==> config.mk <==
export PLATFORM = sky130hd
export DESIGN_NAME = spindle_spike_gen
export DESIGN_NICKNAME = d
export VERILOG_FILES = /design/src/rtl/spindle_spike_gen.sv
export SDC_FILE = /design/constraint.sdc
export NUM_CORES = 1
export LEC_CHECK = 0
export ABC_AREA = 1
export CAP_MARGIN = 0
export CORE_UTILIZATION = 44
export DETAILED_ROUTE_END_ITERATION = 10
export HOLD_SLACK_MARGIN = 0.05
export SETUP_SLACK_MARGIN = 0.05
export SKIP_LAST_GASP = 1
export SLEW_MARGIN = 15
export SYNTH_ARGS = -nofsm -noshare
export SYNTH_HDL_FRONTEND = slang
export SYNTH_SLANG_ARGS = --single-unit
==> constraint.sdc <==
create_clock -name clk -period 3.5 [get_ports clk]
set_input_delay 0.7 -clock clk [delete_from_list [all_inputs] [get_ports clk]]
set_output_delay 0.7 -clock clk [all_outputs]
set_load 0.005 [all_outputs]
==> src/rtl/spindle_spike_gen.sv <==
// Rate-coded spike generator: converts an IEEE-754 firing rate to a saturated
// integer and integrates it per tick in a phase accumulator with optional refractory.
module spindle_spike_gen #(
    parameter int unsigned THRESH        = 1000,
    parameter int unsigned REFRACT_TICKS = 0
) (
    input  logic        clk,
    input  logic        reset,
    input  logic [31:0] rate,
    input  logic        rate_valid,
    input  logic        tick,
    input  logic        en,
    output logic        spike,
    output logic [31:0] spike_count,
    output logic [16:0] rate_int
);

    localparam logic [32:0] THRESH_W  = 33'(THRESH);
    localparam logic [31:0] RESID_MAX = 32'(THRESH - 1);
    localparam logic [7:0]  REFR_W    = 8'(REFRACT_TICKS);

    logic [16:0] rate_q, rate_d;
    logic [31:0] acc_q, acc_d;
    logic [7:0]  refr_cnt_q, refr_cnt_d;
    logic [31:0] count_q, count_d;
    logic        spike_q, spike_d;

    logic [7:0]  exp_f;
    logic [23:0] mant;
    logic [4:0]  shamt;
    logic [16:0] conv;

    // Float to saturated integer; in-range exponents give shifts of 7..23.
    always_comb begin
        exp_f = rate[30:23];
        mant  = {1'b1, rate[22:0]};
        shamt = 5'(8'd150 - exp_f);
        conv  = 17'(mant >> shamt);
        if (rate[31] || exp_f < 8'd127) begin
            conv = '0;
        end else if (exp_f >= 8'd144) begin
            conv = '1;
        end
    end

    logic [32:0] sum;
    logic [32:0] resid;

    always_comb begin
        sum        = {1'b0, acc_q} + {16'b0, rate_q};
        resid      = sum - THRESH_W;
        rate_d     = rate_valid ? conv : rate_q;
        acc_d      = acc_q;
        refr_cnt_d = refr_cnt_q;
        count_d    = count_q;
        spike_d    = 1'b0;
        if (tick && en) begin
            if (refr_cnt_q != 8'd0) begin
                refr_cnt_d = refr_cnt_q - 8'd1;
            end else if (sum >= THRESH_W) begin
                spike_d    = 1'b1;
                count_d    = count_q + 32'd1;
                refr_cnt_d = REFR_W;
                // Residue clamp keeps acc below THRESH so one tick yields at most one spike.
                acc_d      = (resid >= {1'b0, RESID_MAX}) ? RESID_MAX : resid[31:0];
            end else begin
                acc_d = sum[31:0];
            end
        end
    end

    always_ff @(posedge clk) begin
        if (reset) begin
            rate_q     <= '0;
            acc_q      <= '0;
            refr_cnt_q <= '0;
            count_q    <= '0;
            spike_q    <= 1'b0;
        end else begin
            rate_q     <= rate_d;
            acc_q      <= acc_d;
            refr_cnt_q <= refr_cnt_d;
            count_q    <= count_d;
            spike_q    <= spike_d;
        end
    end

    assign spike       = spike_q;
    assign spike_count = count_q;
    assign rate_int    = rate_q;

endmodule

Word-level counts from Yosys, hierarchy flattened
Index checks and enable logic that the tools add are counted.
{"block": "word_totals", "register_bits": 90}
{"block": "op_classes", "shifts": 1, "n_addsub": 5, "order_cmp": 4, "n_reduce_logical": 8, "bitwise": 2, "n_mux": 7}
{"cell": "$ge 33x10->1 const B", "n": 2}
{"cell": "$mux 32", "n": 2}
{"cell": "$mux 17", "n": 2}
{"cell": "$add 32x17->33", "n": 1}
{"cell": "$sub 33x10->33 const B", "n": 1}
{"cell": "$add 32x1->32 const B", "n": 1}
{"cell": "$shr 24x5->17", "n": 1}
{"cell": "$mux 8", "n": 2}
{"cell": "$ge 8x8->1 const B", "n": 1}
{"cell": "$lt 8x7->1 const B", "n": 1}
{"cell": "$reduce_bool 8->1", "n": 1}
{"cell": "$sub 8x1->8 const B", "n": 1}
{"cell": "$sub 5x5->5 const A", "n": 1}
{"cell": "$reduce_and 2->1", "n": 2}
{"cell": "$reduce_and 3->1", "n": 1}
{"cell": "$reduce_or 3->1", "n": 1}
{"cell": "$not 1->1", "n": 2}
{"cell": "$reduce_bool 2->1", "n": 1}
{"cell": "$logic_and 1x1->1", "n": 1}
{"cell": "$logic_or 1x1->1", "n": 1}
{"cell": "$mux 1", "n": 1}

Longest topological paths before layout
{"block": "logic_depth", "depth_word": 5, "depth_mapped": 27, "depth_no_buf": 27}

Least setup slack after synthesis
OpenSTA, ideal clock, no wires.
{"block": "synth_path", "path_kind": "reg2reg", "start": "reg rate_q[0] (netlist: rate_int[0])", "end": "reg count_q[4] (netlist: spike_count[4])", "period_less_slack_ns": 3.098, "stages_incl_launch_ff": 25, "t_required_ns": 3.384, "setup_time_ns": 0.116, "arrival_time_ns": 2.983, "path_buffers": 1, "slack_ns": 0.402, "cell_sequence": "dfxtp_1 -> ha_1 -> inv_1 -> fa_1 -> inv_1 -> nand3_1 -> nand2_1 -> nand2_1 -> nand2_1 -> inv_1 -> ha_1 -> nor2_1 -> nand3_1 -> nor2_1 -> nor2_4 -> nand3_4 -> nor2_4 -> nand2_2 -> nor2_4 -> nand2_4 -> nand2_8 -> buf_12 -> nor3_2 -> nand2_1 -> and3_1"}
{"block": "synth_via", "elab_chain_cells": 3}
{"item": "start: declaration", "line": "22", "rtl": "logic [16:0] rate_q, rate_d;"}
{"item": "start signal: assignment", "line": "80", "rtl": "rate_q <= rate_d;"}
{"item": "$add 32x17->33", "line": "50", "rtl": "sum = {1'b0, acc_q} + {16'b0, rate_q};"}
{"item": "$ge 33x10->1", "line": "60", "rtl": "end else if (sum >= THRESH_W) begin"}
{"item": "$reduce_and 3->1 (no line)"}
{"item": "end signal: assignment", "line": "83", "rtl": "count_q <= count_d;"}
{"item": "end: declaration", "line": "25", "rtl": "logic [31:0] count_q, count_d;"}
Every way passes these cells.
A chain may end at the register's enable or synchronous reset.

Final worst setup path
Ends and elaborated chain as after synthesis.

==> results.py <==
metrics = {
    "sta": {
        "timing.final.ws_setup_ns": 0.247,
        "max_slew.worst_pin.slew_ns": 0.863,
        "slew_headroom_pct": 42.5,
        "post-route-period-util_pct": 93.0,
        "rsz0062_at_grt": "no",
        "finalSetupViolCount": 0,
        "skew_ns": 0.0151,
        "fin_crit_ns": 3.25,
        "maxSlewViolCount": 0,
        "hold_viol": 0,
        "fmax_mhz": 307,
        "tns_ns": 0,
    },
    "drt": {
        "drt_first_pass_iters": 5,
        "post_drt_via_cell_ratio": 5.17,
        "routed_wl_mm": 27.0,
        "drt_first_iter_violations": 592,
        "ant_nets": 0,
        "vias": 9530,
        "drc": 0,
        "wl_per_cell_microns": 14.6,
    },
    "placed_design": {
        "dpl_worst_slack_ns": 0.0919,
        "dpl-instance-area_sq_um": 9690,
        "hpwl_mm": 21.2,
        "gp_congestion": 0.963,
        "dp_cells": 1814,
        "port_buffers": 86,
    },
    "clock_network": {
        "clk_latency_ns": 0.36,
        "h-tree-depth": 3,
        "cts_made_buffers": 9,
        "cts.path.max_buffers": 2,
        "cts_root_buf": "clkbuf_16",
        "cts_hold_buf": 0,
        "tritoncts": "built",
        "path_clk_slew_ns": 0.07,
        "cts.sinks": 90,
    },
    "logic_synthesis": {
        "syn_inst": 1479,
        "syn_avg_cell_area_sq_um": 5.76,
        "ys_top_cells_by_area": "nand2_1 (23%), dfxtp_1 (21%), inv_1 (6.5%)",
        "synth_nets": 1543,
        "synth-edff-count": 0,
        "ys_types": 54,
        "ys_top_cells_by_count": "nand2_1 (519), inv_1 (147), nor2_1 (138)",
        "ys.flop_type": "dfxtp_1",
        "synth.top_cell.area_share_pct": 22.9,
        "ys_seq_area_share_pct": 21.2,
        "synth_seq_cells": 90,
        "synth.largest_area_cell": "nand2_1",
        "yosys_warnings": 0,
        "async_flop_share_pct": 0,
        "synth_area_sq_um": 8520,
        "synth_most_common_cell": "nand2_1",
    },
    "worst_setup_path": {
        "cp.required_ns": 3.76,
        "r2r-start": "rate_int[0]$_SDFFE_PP0P_",
        "path_class": "register to register",
        "cpPeakStageDelay_ns": 0.36,
        "endpoint_kind": "register",
        "start_kind": "register",
        "cp_max_fo": 11,
        "reg2reg_to": "spike_count[4]$_SDFFE_PP0P_",
        "r2r_slack_ns": 0.25,
        "crit_slowest_cell": "dfxtp_2",
        "crit_arrival_ns": 3.51,
        "r2r_cells": 23,
        "cp_cell_sequence": "ha_4 -> inv_1 -> fa_2 -> inv_2 -> nand2_2 -> nand2_4 -> nand3_4 -> nand2_4 -> nand2_2 -> nand2_2 -> nand2_1 -> nand2_2 -> nand2_4 -> nor2_2 -> nand2_1 -> nor3_2 -> nand4_2 -> nand2_4 -> nand2_8 -> buf_6 -> nor3_2 -> nand2_1 -> and3_1",
    },
    "floorplan": {
        "die_h_microns": 141,
        "fp.dieArea_sq_um": 19900,
        "io_pins": 87,
        "row_count": 50,
        "initial_utilization_pct": 45.2,
        "core-area_sq_um": 18800,
        "die_w_microns": 141,
    },
    "hold_path": {
        "hold_path.class": "register to register",
        "hold_path_end": "acc_q[16]$_SDFFE_PP0P_",
        "hold_depth": 2,
        "hold_start": "acc_q[16]$_SDFFE_PP0P_",
    },
    "run": {
        "maxCapViolCount": 0,
    },
    "final_layout": {
        "design_area_sq_um": 10500,
        "fin_nets": 1643,
        "n_antenna_cell": 0,
        "syn2layout_area_growth_pct": 22.8,
        "fill_cells": 1976,
        "drive_gt1_share_pct": 14.8,
        "multi_input_area_sq_um": 6230,
        "final_cells": 1844,
        "seq_area_sq_um": 1810,
    },
    "pwr": {
        "powerDensity_nw_per_um2": 347,
        "ir_drop_v": 0.000296,
        "leakage_nw": 4.65,
    },
    "global_routing": {
        "track_usage_pct": 27.6,
        "grt_pass1_vias": 8872,
        "grt_overflow_total": 0,
        "grt_start_max_net_pins": 67,
        "antenna_found_initial": 0,
        "grt_pass1_wl_mm": 44.2,
    },
    "status": {
        "status": "complete, no violations",
    },
}
[metal layers]
metal,part of all wire (%),up-vias,track usage (%)
met5,0,-,0
met4,3.2,0,11.2
met3,3.7,43,3.13
met2,46,246,46.5
met1,47,4287,35.6
li1,-,4954,-
[flip-flops by register name, indices dropped and copies added, names as in the netlist]
| signal | flops |
|---|---|
| rate_int | 17 |
| refr_cnt_q | 8 |
| spike | 1 |
| acc_q | 32 |
| spike_count | 32 |
[metrics by stage]
stage               total power [mW]  hold WS, ns  utilization, %
floorplan                       2.15        0.421               -
detailed placement              2.51        0.435            51.4
global placement                2.50        0.433            51.4
finish                          3.63        0.449            55.5
CTS                             3.52        0.448            53.0
global route                    3.88        0.470            55.5
[cell usage in the layout (no fill, tap or decap), types with 8 or more instances in the layout]
| cell type | count |
|---|---|
| nand2_2 | 40 |
| a21oi_1 | 57 |
| nand3_2 | 15 |
| a21oi_2 | 15 |
| nand4_1 | 22 |
| ha_1 | 11 |
| dfxtp_1 | 87 |
| inv_1 | 144 |
| clkbuf_16 | 9 |
| nor2_1 | 124 |
| o211ai_1 | 8 |
| clkinv_1 | 10 |
| inv_2 | 19 |
| buf_4 | 36 |
| xor2_1 | 24 |
| nor3_1 | 41 |
| nand2_1 | 506 |
| nor2_4 | 18 |
| clkdlybuf4s50_1 | 85 |
| nor2_2 | 26 |
| ha_4 | 8 |
| o21ai_0 | 78 |
| nand3_1 | 99 |
| nand2_4 | 11 |
[cell type report]
cell class	count	share of cell area, %
multi-input combinational	1180	59.6
inverter	175	6.33
sequential	90	17.3
timing repair buffer	123	10.9
tap	260	3.11
clock inverter	6	0.550
clock buffer	10	2.29
[power by group]
| group | leakage (nW) | internal (mW) | switching (mW) |
|---|---|---|---|
| Combinational | 3.78 | 0.537 | 0.900 |
| Clock | 0.147 | 0.519 | 0.494 |
| Sequential | 0.729 | 1.10 | 0.0779 |
| Total | 4.65 | 2.16 | 1.47 |
[cell families after synthesis]
kind of cell,count (synthesis),share of synthesized area (%)
simple gates,931,48.5
buf+inv,211,10.1
compound gates,185,12.5
flops,90,21.2
xor+xnor,30,3.08
fa+ha+maj,27,4.05
mux,5,0.588
[critical path, delay by kind of cell, from the launching register on]
| kind | cells | cell delay [ns] |
|---|---|---|
| DFF | 1 | 0.36 |
| and+or+nand+nor | 18 | 1.95 |
| buffers and inverters | 3 | 0.34 |
| adders and majority gates | 2 | 0.49 |
[timing repair]
item,in CTS,in global routing
gates resized for setup,1,89
gates cloned,0,2
buffers inserted,0,12
pin swaps,0,26
endpoints found under the setup margin,1,51
[worst max-delay path by stage]
stage	start	to	slack [ns]	cells after the start
after floorplan	rate_int[0]$_SDFFE_PP0P_	spike_count[4]$_SDFFE_PP0P_	0.40	24
after global placement	rate_int[0]$_SDFFE_PP0P_	acc_q[3]$_SDFFE_PP0P_	0.13	24
after detailed placement	rate_int[0]$_SDFFE_PP0P_	acc_q[3]$_SDFFE_PP0P_	0.09	24
after CTS	rate_int[0]$_SDFFE_PP0P_	spike_count[4]$_SDFFE_PP0P_	0.08	24
after global routing	rate_int[0]$_SDFFE_PP0P_	refr_cnt_q[4]$_SDFFE_PP0P_	0.01	26
final	rate_int[0]$_SDFFE_PP0P_	spike_count[4]$_SDFFE_PP0P_	0.25	23
Note: power is estimated with default switching activity, not from simulation.
